$ cat config.mk
export PLATFORM = sky130hd
export DESIGN_NAME = overlay_ctrl_flat
export DESIGN_NICKNAME = d
export VERILOG_FILES = /design/src/rtl/overlay_pkg.sv /design/src/rtl/overlay_ctrl_if.sv /design/src/rtl/overlay_ctrl_cnt.sv /design/src/rtl/overlay_ctrl.sv /design/src/flat_wrapper.sv
export SDC_FILE = /design/constraint.sdc
export NUM_CORES = 1
export LEC_CHECK = 0
export ABC_CLOCK_PERIOD_IN_PS = 5200
export BUFFER_PORTS_ARGS = -buffer_cell sky130_fd_sc_hd__buf_2
export CORE_UTILIZATION = 57
export DETAILED_ROUTE_END_ITERATION = 6
export GPL_ROUTABILITY_DRIVEN = 0
export PLACE_DENSITY = 0.87
export SETUP_SLACK_MARGIN = 0.15
export SLEW_MARGIN = 20
export SYNTH_ARGS = -nofsm -noshare
export SYNTH_HDL_FRONTEND = slang
export SYNTH_SLANG_ARGS = --single-unit
$ cat constraint.sdc
create_clock -name clk -period 5.2 [get_ports clk]
set_input_delay 0.52 -clock clk [delete_from_list [all_inputs] [get_ports clk]]
set_output_delay 0.52 -clock clk [all_outputs]
set_load 0.005 [all_outputs]
$ cat src/rtl/overlay_pkg.sv
// Shared definitions for the PE-array overlay sequencer.
// Holds the default geometry of the overlay, the drain timeout and the
// sequencer state encoding.
package overlay_pkg;

   localparam int unsigned PE_NUM_DEF        = 8;
   localparam int unsigned DATA_WIDTH_DEF    = 16;
   localparam int unsigned INST_WIDTH_DEF    = 64;
   localparam int unsigned CNT_W_DEF         = 16;
   localparam int unsigned DRAIN_TIMEOUT_DEF = 1024;

   typedef enum logic [2:0] {
      ST_IDLE  = 3'd0,
      ST_INST  = 3'd1,
      ST_DIN   = 3'd2,
      ST_EXEC  = 3'd3,
      ST_LOAD  = 3'd4,
      ST_DRAIN = 3'd5
   } ovl_state_t;

endpackage

$ cat src/rtl/overlay_ctrl_if.sv
// Host-side stream bundle of the overlay sequencer.
//   s_inst_v/s_inst/s_inst_rdy : instruction stream host -> sequencer
//   s_din_v/s_din/s_din_rdy    : sample stream host -> sequencer
//   m_dout_v/m_dout            : result stream sequencer -> host (no backpressure)
// master = host side, slave = sequencer side.
interface overlay_ctrl_if
   import overlay_pkg::*;
#(
   parameter int unsigned DATA_W = 2 * DATA_WIDTH_DEF,
   parameter int unsigned INST_W = INST_WIDTH_DEF
);
   logic              s_inst_v;
   logic [INST_W-1:0] s_inst;
   logic              s_inst_rdy;
   logic              s_din_v;
   logic [DATA_W-1:0] s_din;
   logic              s_din_rdy;
   logic              m_dout_v;
   logic [DATA_W-1:0] m_dout;

   modport master (
      output s_inst_v, s_inst, s_din_v, s_din,
      input  s_inst_rdy, s_din_rdy, m_dout_v, m_dout
   );

   modport slave (
      input  s_inst_v, s_inst, s_din_v, s_din,
      output s_inst_rdy, s_din_rdy, m_dout_v, m_dout
   );
endinterface

$ cat src/rtl/overlay_ctrl_cnt.sv
// ctrl_cnt: loadable up-counter with synchronous clear and enable, plus a
// combinational terminal-count compare against tc_val.
//   clr (highest priority) > ld (load ld_val) > en (increment)
//   tc_c = (count == tc_val)
module ctrl_cnt #(
   parameter int unsigned W = 8
) (
   input  logic         clk,
   input  logic         rst,
   input  logic         clr,
   input  logic         en,
   input  logic         ld,
   input  logic [W-1:0] ld_val,
   input  logic [W-1:0] tc_val,
   output logic         tc_c
);
   logic [W-1:0] cnt_q;

   always_ff @(posedge clk or negedge rst) begin
      if (!rst)     cnt_q <= '0;
      else if (clr) cnt_q <= '0;
      else if (ld)  cnt_q <= ld_val;
      else if (en)  cnt_q <= cnt_q + W'(1);
   end

   assign tc_c = (cnt_q == tc_val);
endmodule

$ cat src/rtl/overlay_ctrl.sv
// overlay_ctrl: sequencer for the PE-array overlay.
// Loads a program into the PEs, then per batch gathers PE_NUM samples,
// waits the programmed execution time, pulses load and collects PE_NUM
// serialized results.
// Ports:
//   clk, rst (async, active-low)
//   start, cfg_num_inst, cfg_num_batch, cfg_exec_cycles : run control, captured on start
//   host (overlay_ctrl_if.slave) : instruction/sample input streams, result output
//   ce, load, din_overlay_v/din_overlay, inst_in_v/inst_in : toward overlay
//   dout_overlay_v/dout_overlay : serialized results from overlay
//   busy, done, err : status
// Optional: OVERLAY_CTRL_PERF_EN adds perf_cycles / perf_stall counters.
module overlay_ctrl
   import overlay_pkg::*;
#(
   parameter int unsigned PE_NUM        = PE_NUM_DEF,
   parameter int unsigned DATA_WIDTH    = DATA_WIDTH_DEF,
   parameter int unsigned INST_WIDTH    = INST_WIDTH_DEF,
   parameter int unsigned CNT_W         = CNT_W_DEF,
   parameter int unsigned DRAIN_TIMEOUT = DRAIN_TIMEOUT_DEF
) (
   input  logic                    clk,
   input  logic                    rst,
   input  logic                    start,
   input  logic [7:0]              cfg_num_inst,
   input  logic [CNT_W-1:0]        cfg_num_batch,
   input  logic [CNT_W-1:0]        cfg_exec_cycles,
   overlay_ctrl_if.slave           host,
   output logic                    ce,
   output logic                    load,
   output logic                    din_overlay_v,
   output logic [2*DATA_WIDTH-1:0] din_overlay,
   output logic                    inst_in_v,
   output logic [INST_WIDTH-1:0]   inst_in,
   input  logic                    dout_overlay_v,
   input  logic [2*DATA_WIDTH-1:0] dout_overlay,
   output logic                    busy,
   output logic                    done,
   output logic                    err
`ifdef OVERLAY_CTRL_PERF_EN
   ,
   output logic [31:0]             perf_cycles,
   output logic [31:0]             perf_stall
`endif
);

   localparam int unsigned SMP_W = $clog2(PE_NUM + 1);
   localparam int unsigned TMO_W = $clog2(DRAIN_TIMEOUT + 1);

   ovl_state_t state_q, state_d;

   logic [7:0]       num_inst_q;
   logic [CNT_W-1:0] num_batch_q;
   logic [CNT_W-1:0] exec_q;

   logic s_inst_rdy_q, s_din_rdy_q, m_dout_v_q;
   logic [2*DATA_WIDTH-1:0] m_dout_q;

   logic start_acc, inst_fire, din_fire, dout_take, in_idle;
   logic inst_tc, smp_tc, exec_tc, out_tc, tmo_tc, batch_tc;
   logic drain_last, drain_tmo, batch_adv;

   assign in_idle   = (state_q == ST_IDLE);
   assign start_acc = in_idle && start;
   assign inst_fire = s_inst_rdy_q && host.s_inst_v;
   assign din_fire  = s_din_rdy_q && host.s_din_v;
   // Results are only accepted while draining; anything else is dropped.
   assign dout_take = (state_q == ST_DRAIN) && dout_overlay_v;

   assign host.s_inst_rdy = s_inst_rdy_q;
   assign host.s_din_rdy  = s_din_rdy_q;
   assign host.m_dout_v   = m_dout_v_q;
   assign host.m_dout     = m_dout_q;

   // Run configuration, zero batch/exec counts promoted to one.
   always_ff @(posedge clk or negedge rst) begin
      if (!rst) begin
         num_inst_q  <= '0;
         num_batch_q <= '0;
         exec_q      <= '0;
      end else if (start_acc) begin
         num_inst_q  <= cfg_num_inst;
         num_batch_q <= (cfg_num_batch == '0) ? CNT_W'(1) : cfg_num_batch;
         exec_q      <= (cfg_exec_cycles == '0) ? CNT_W'(1) : cfg_exec_cycles;
      end
   end

   // Counters; all are held clear while idle.
   ctrl_cnt #(.W(8)) u_inst_cnt (
      .clk(clk), .rst(rst), .clr(in_idle || (inst_fire && inst_tc)), .en(inst_fire),
      .ld(1'b0), .ld_val('0), .tc_val(num_inst_q - 8'd1), .tc_c(inst_tc));

   ctrl_cnt #(.W(SMP_W)) u_smp_cnt (
      .clk(clk), .rst(rst), .clr(in_idle || (din_fire && smp_tc)), .en(din_fire),
      .ld(1'b0), .ld_val('0), .tc_val(SMP_W'(PE_NUM - 1)), .tc_c(smp_tc));

   ctrl_cnt #(.W(CNT_W)) u_exec_cnt (
      .clk(clk), .rst(rst), .clr(in_idle || ((state_q == ST_EXEC) && exec_tc)),
      .en(state_q == ST_EXEC), .ld(1'b0), .ld_val('0),
      .tc_val(exec_q - CNT_W'(1)), .tc_c(exec_tc));

   ctrl_cnt #(.W(SMP_W)) u_out_cnt (
      .clk(clk), .rst(rst), .clr(in_idle || (state_q == ST_LOAD)), .en(dout_take),
      .ld(1'b0), .ld_val('0), .tc_val(SMP_W'(PE_NUM - 1)), .tc_c(out_tc));

   ctrl_cnt #(.W(TMO_W)) u_tmo_cnt (
      .clk(clk), .rst(rst), .clr(in_idle || (state_q == ST_LOAD)),
      .en(state_q == ST_DRAIN), .ld(1'b0), .ld_val('0),
      .tc_val(TMO_W'(DRAIN_TIMEOUT - 1)), .tc_c(tmo_tc));

   ctrl_cnt #(.W(CNT_W)) u_batch_cnt (
      .clk(clk), .rst(rst), .clr(in_idle), .en(batch_adv),
      .ld(1'b0), .ld_val('0), .tc_val(num_batch_q - CNT_W'(1)), .tc_c(batch_tc));

   // State register
   always_ff @(posedge clk or negedge rst) begin
      if (!rst) state_q <= ST_IDLE;
      else      state_q <= state_d;
   end

   // Next-state and drain decisions
   always_comb begin
      state_d    = state_q;
      drain_last = 1'b0;
      drain_tmo  = 1'b0;
      batch_adv  = 1'b0;
      unique case (state_q)
         ST_IDLE:  if (start) state_d = (cfg_num_inst != 8'd0) ? ST_INST : ST_DIN;
         ST_INST:  if (inst_fire && inst_tc) state_d = ST_DIN;
         ST_DIN:   if (din_fire && smp_tc) state_d = ST_EXEC;
         ST_EXEC:  if (exec_tc) state_d = ST_LOAD;
         ST_LOAD:  state_d = ST_DRAIN;
         ST_DRAIN: begin
            // A completing result wins over a simultaneous timeout.
            if (dout_take && out_tc) begin
               if (batch_tc) begin
                  drain_last = 1'b1;
                  state_d    = ST_IDLE;
               end else begin
                  batch_adv = 1'b1;
                  state_d   = ST_DIN;
               end
            end else if (tmo_tc) begin
               drain_tmo = 1'b1;
               state_d   = ST_IDLE;
            end
         end
         default:  state_d = ST_IDLE;
      endcase
   end

   // Status and handshake outputs, decoded from the next state.
   always_ff @(posedge clk or negedge rst) begin
      if (!rst) begin
         ce           <= 1'b1;
         s_inst_rdy_q <= 1'b0;
         s_din_rdy_q  <= 1'b0;
         busy         <= 1'b0;
         load         <= 1'b0;
         done         <= 1'b0;
         err          <= 1'b0;
      end else begin
         ce           <= 1'b1;
         s_inst_rdy_q <= (state_d == ST_INST);
         s_din_rdy_q  <= (state_d == ST_DIN);
         busy         <= (state_d != ST_IDLE);
         load         <= (state_d == ST_LOAD);
         done         <= drain_last || drain_tmo;
         if (start_acc)      err <= 1'b0;
         else if (drain_tmo) err <= 1'b1;
      end
   end

   // Datapath: one-cycle registered forwarding of accepted words.
   always_ff @(posedge clk or negedge rst) begin
      if (!rst) begin
         inst_in_v     <= 1'b0;
         inst_in       <= '0;
         din_overlay_v <= 1'b0;
         din_overlay   <= '0;
         m_dout_v_q    <= 1'b0;
         m_dout_q      <= '0;
      end else begin
         inst_in_v     <= inst_fire;
         din_overlay_v <= din_fire;
         m_dout_v_q    <= dout_take;
         if (inst_fire) inst_in     <= host.s_inst;
         if (din_fire)  din_overlay <= host.s_din;
         if (dout_take) m_dout_q    <= dout_overlay;
      end
   end

`ifdef OVERLAY_CTRL_PERF_EN
   // Run length (non-idle cycles) and input starvation while gathering samples.
   always_ff @(posedge clk or negedge rst) begin
      if (!rst) begin
         perf_cycles <= '0;
         perf_stall  <= '0;
      end else if (start_acc) begin
         perf_cycles <= '0;
         perf_stall  <= '0;
      end else begin
         if (!in_idle) perf_cycles <= perf_cycles + 32'd1;
         if ((state_q == ST_DIN) && !host.s_din_v) perf_stall <= perf_stall + 32'd1;
      end
   end
`endif

endmodule

$ cat src/flat_wrapper.sv
// flat-port wrapper written by rule: the top's interface ports become plain ports
module overlay_ctrl_flat import overlay_pkg::*;
#(
   parameter int unsigned PE_NUM        = PE_NUM_DEF,
   parameter int unsigned DATA_WIDTH    = DATA_WIDTH_DEF,
   parameter int unsigned INST_WIDTH    = INST_WIDTH_DEF,
   parameter int unsigned CNT_W         = CNT_W_DEF,
   parameter int unsigned DRAIN_TIMEOUT = DRAIN_TIMEOUT_DEF
)
  (clk, rst, start, cfg_num_inst, cfg_num_batch, cfg_exec_cycles, ce, load, din_overlay_v, din_overlay, inst_in_v, inst_in, dout_overlay_v, dout_overlay, busy, done, err, host_s_inst_v, host_s_inst, host_s_din_v, host_s_din, host_s_inst_rdy, host_s_din_rdy, host_m_dout_v, host_m_dout);
  overlay_ctrl_if #(.DATA_W(32), .INST_W(64)) host_i ();
  input  logic clk;
  input  logic rst;
  input  logic start;
  input  logic [7:0] cfg_num_inst;
  input  logic [CNT_W-1:0] cfg_num_batch;
  input  logic [CNT_W-1:0] cfg_exec_cycles;
  output logic ce;
  output logic load;
  output logic din_overlay_v;
  output logic [2*DATA_WIDTH-1:0] din_overlay;
  output logic inst_in_v;
  output logic [INST_WIDTH-1:0] inst_in;
  input  logic dout_overlay_v;
  input  logic [2*DATA_WIDTH-1:0] dout_overlay;
  output logic busy;
  output logic done;
  output logic err;
  input wire logic [$bits(host_i.s_inst_v)-1:0] host_s_inst_v;
  input wire logic [$bits(host_i.s_inst)-1:0] host_s_inst;
  input wire logic [$bits(host_i.s_din_v)-1:0] host_s_din_v;
  input wire logic [$bits(host_i.s_din)-1:0] host_s_din;
  output wire logic [$bits(host_i.s_inst_rdy)-1:0] host_s_inst_rdy;
  output wire logic [$bits(host_i.s_din_rdy)-1:0] host_s_din_rdy;
  output wire logic [$bits(host_i.m_dout_v)-1:0] host_m_dout_v;
  output wire logic [$bits(host_i.m_dout)-1:0] host_m_dout;
  assign host_i.s_inst_v = host_s_inst_v;
  assign host_i.s_inst = host_s_inst;
  assign host_i.s_din_v = host_s_din_v;
  assign host_i.s_din = host_s_din;
  assign host_s_inst_rdy = host_i.s_inst_rdy;
  assign host_s_din_rdy = host_i.s_din_rdy;
  assign host_m_dout_v = host_i.m_dout_v;
  assign host_m_dout = host_i.m_dout;
  overlay_ctrl #(.PE_NUM(PE_NUM), .DATA_WIDTH(DATA_WIDTH), .INST_WIDTH(INST_WIDTH), .CNT_W(CNT_W), .DRAIN_TIMEOUT(DRAIN_TIMEOUT)) u_core (.clk(clk), .rst(rst), .start(start), .cfg_num_inst(cfg_num_inst), .cfg_num_batch(cfg_num_batch), .cfg_exec_cycles(cfg_exec_cycles), .host(host_i), .ce(ce), .load(load), .din_overlay_v(din_overlay_v), .din_overlay(din_overlay), .inst_in_v(inst_in_v), .inst_in(inst_in), .dout_overlay_v(dout_overlay_v), .dout_overlay(dout_overlay), .busy(busy), .done(done), .err(err));
endmodule
==> flow_summary.yaml <==
run_status:
  status: "finished clean"
worst_setup_path:
  reg2reg_to: "u_core.u_exec_cnt.cnt_q[12]$_DFFE_PN0P_"
  crit_required_ns: 5.60
  start_kind: "flip-flop"
  r2r-start: "u_core.exec_q[0]$_DFFE_PN0P_"
  cp.arrival_ns: 3.62
  r2r_slack_ns: 1.98
  rr_worst_depth: 10
  critPathKind: "flip-flop to flip-flop"
  cp_cell_sequence: "inv_1, ha_1, nor3b_2, nand3_1, mux2i_1, mux2i_1, a21oi_1, or4_1, o21ai_4, nor2_2"
  cp_max_fo: 13
  worst_setup_path_end_kind: "flip-flop"
  cpMaxStageDelayCell: "or4_1"
  path_common_cell: "mux2i_1"
  max_stage_delay_ns: 0.74
synth:
  synth-seq-area-share: 0.5370
  ys_ff_latch: 239
  yosysTopAreaCellShare: 0.5370
  yosys.cell_types.count: 80
  syn_area_um2: 11140
  yosys.area.top_type: "dfrtp_1"
  mappedNetlistNets: 1308
  avgSynthCellArea_um2: 9.899
  ys.flop_type: "dfrtp_1"
  syn_inst: 1125
  synth-edff-count: 0
  ys_warn_count: 0
  synth-async-reset-ratio: 1.000
  synth_area_leaders: "dfrtp_1 54%, nand2_1 12%, mux2_2 6.7%, xor2_1 3.4%, xnor2_1 2.8%"
timing:
  tightest_slew_ns: 1.067
  setup_slack_ns: 1.978
  setup-violations-final: 0
  slew_violations: 0
  rsz0062_at_grt: "false"
  max_freq_mhz: 310.4
  final-hold-violation-count: 0
  fin_worst_skew_ns: 0.009590
  maxSlewHeadroom: 0.2887
  post-route-period-util: 0.6196
  fin_crit_ns: 3.222
  fin_setup_tns_ns: 0
floorplanning:
  fp-row-count: 50
  fp.dieH_um: 141.8
  die_w_um: 141.8
  top_level_ports: 312
  die-area_um2: 20100
  start_util: 0.5875
  core_um2: 18960
route:
  vias: 9277
  drtIter0Drc: 547
  drt_wl_total_um: 27820
  routedWlPerCell_um: 16.37
  dr.pass1.iters: 5
  drcViolationCount: 0
  viasPerCell: 5.460
  ant_nets: 0
finish:
  seq_area_um2: 5981
  fillCellCount: 1363
  syn_to_final_growth_pct: 23.02
  fin_nets: 1604
  antenna_cells: 0
  drive_gt1_frac: 0.3183
  multiInputGateArea_um2: 4886
clocking:
  cts.repair.resized: 0
  clock_latency_ns: 0.54
  cts_hold_buf: 0
  clkSlewWorstSetupHoldPaths_ns: 0.06
  cts_root_buf: "clkbuf_16"
  htreeDepth: 1
  cts_sinks: 239
  clock_path_buffers: 3
  tritoncts: "done"
  cts_setup_buffers: 0
  cts_buffers: 25
global_routing:
  antenna_found_initial: 1
  track_usage: 0.2765
  grt_pass1_vias: 9155
  grt_pass1_wl_um: 44440
  grt_overflow: 0
  grt_max_degree: 123
power:
  irDropWorstVdd_v: 0.0003742
  power.density_nw_per_um2: 473.1
  leakage_nw: 7.088
worst_hold_path:
  min_path_type: "primary input to asynchronous set/reset pin"
placed_design:
  io_buffers: 310
  pre_cts_slack_ns: 1.826
  dp_hpwl_um: 19340
run:
  drv_cap: 0
logic make-up (layout without fill, tap and decap cells):
group	Yosys count	after routing	share of synthesized area
mux	71	71	0.07134
xor+xnor	78	78	0.06134
fa+ha+maj	9	9	0.01011
compound gates	101	101	0.06089
flops	239	239	0.5370
simple gates	560	560	0.2337
other cells	1	1	0.0003367
buf+inv	66	380	0.02528
synth_stat cells, types with 5 or more instances:
| master | instances |
|---|---|
| xnor2_1 | 35 |
| inv_1 | 18 |
| or4_1 | 10 |
| nand2_1 | 344 |
| a21oi_1 | 27 |
| nor3_1 | 15 |
| and3b_1 | 5 |
| nor2_2 | 10 |
| nor4_1 | 11 |
| nand2b_1 | 6 |
| clkbuf_1 | 35 |
| dfrtp_1 | 239 |
| o21ai_1 | 5 |
| or2_2 | 5 |
| nand4_1 | 11 |
| nor2b_1 | 7 |
| ha_1 | 9 |
| o211ai_1 | 5 |
| xor2_1 | 43 |
| nor2_1 | 52 |
| mux2_2 | 66 |
| and3_1 | 11 |
| o21ai_0 | 19 |
| o31ai_1 | 5 |
| or3_1 | 12 |
| nand3_1 | 30 |
sequential cells by signal, summed over array words and instances, names as in the netlist:
| register | flops |
|---|---|
| u_core.num_inst_q | 8 |
| u_core.u_exec_cnt.cnt_q | 16 |
| u_core.err | 1 |
| u_core.host.m_dout | 32 |
| u_core.din_overlay | 32 |
| u_core.done | 1 |
| u_core.inst_in | 64 |
| u_core.load | 1 |
| u_core.u_smp_cnt.cnt_q | 4 |
| u_core.inst_in_v | 1 |
| u_core.host.m_dout_v | 1 |
| u_core.exec_q | 16 |
| u_core.busy | 1 |
| u_core.num_batch_q | 16 |
| u_core.host.s_din_rdy | 1 |
| u_core.u_batch_cnt.cnt_q | 16 |
| u_core.u_tmo_cnt.cnt_q | 11 |
| u_core.din_overlay_v | 1 |
| u_core.host.s_inst_rdy | 1 |
| u_core.state_q | 3 |
| u_core.u_out_cnt.cnt_q | 4 |
| u_core.u_inst_cnt.cnt_q | 8 |
worst max path at each step:
stage	slack [ns]	depth (start not counted)	endpoint	startpoint
2_1_floorplan	2.49	11	u_core.u_exec_cnt.cnt_q[8]$_DFFE_PN0P_	u_core.exec_q[7]$_DFFE_PN0P_
3_3_place_gp	1.93	8	u_core.busy$_DFF_PN0_	u_core.num_batch_q[7]$_DFFE_PN0P_
3_5_place_dp	1.83	10	u_core.busy$_DFF_PN0_	u_core.num_batch_q[0]$_DFFE_PN0P_
4_1_cts	1.80	10	u_core.busy$_DFF_PN0_	u_core.num_batch_q[0]$_DFFE_PN0P_
5_1_grt	1.78	10	u_core.u_exec_cnt.cnt_q[2]$_DFFE_PN0P_	u_core.exec_q[0]$_DFFE_PN0P_
6_report	1.98	10	u_core.u_exec_cnt.cnt_q[12]$_DFFE_PN0P_	u_core.exec_q[0]$_DFFE_PN0P_
cells in the final DEF (no fill, tap or decap), types with 11 or more instances in the layout:
master,netlist,layout
a21oi_1,27,27
buf_2,3,309
clkbuf_16,0,25
dfrtp_1,239,239
inv_1,18,18
mux2_2,66,66
nand2_1,344,343
nand3_1,30,30
nand4_1,11,11
nor2_1,52,52
nor3_1,15,15
nor4_1,11,11
o21ai_0,19,19
or3_1,12,12
xnor2_1,35,35
xor2_1,43,43
metrics by stage:
stage | hold WS, ns | area, um^2 | utilization | instances | power [mW]
finish | 0.06221 | 13700 | 0.7228 | 1699 | 6.482
global route | 0.1600 | 13700 | 0.7228 | 1699 | 6.840
CTS | 0.1274 | 13690 | 0.7224 | 1699 | 6.505
detailed placement | 0.4568 | 12870 | 0.6790 | 1654 | 4.686
global placement | 0.4528 | 12870 | 0.6790 | 1654 | 4.594
floorplan | 0.2244 | 11140 | - | 1125 | 3.925
power by group:
group	total (mW)	internal [mW]	switching (mW)
registers	2.82	2.35	0.472
logic	1.86	0.860	1.00
clock network	1.80	1.05	0.749
layer usage:
| layer | vias up | GRT usage | share of wire |
|---|---|---|---|
| li1 | 4382 | - | - |
| met1 | 4508 | 0.3375 | 0.40 |
| met2 | 314 | 0.4828 | 0.51 |
| met3 | 71 | 0.05872 | 0.061 |
| met4 | 2 | 0.1019 | 0.035 |
| met5 | - | 0 | 0.00040 |
worst max-delay path: cells and delay by family, from the launching register on:
kind	cells	cell delay [ns]
DFF	1	0.47
muxes	2	0.31
buffers and inverters	1	0.09
adders and majority gates	1	0.17
and+or+nand+nor	4	1.48
AOI/OAI and AO/OA	2	0.58
cell type report:
cell class                 count  area share
inverter                      20    0.005479
sequential                   239      0.4365
tap                          260     0.02374
multi-input combinational    820      0.3566
timing repair buffer         315      0.1176
clock buffer                  34     0.05105
clock inverter                11    0.008950
Power figures use the tool's default switching activity.
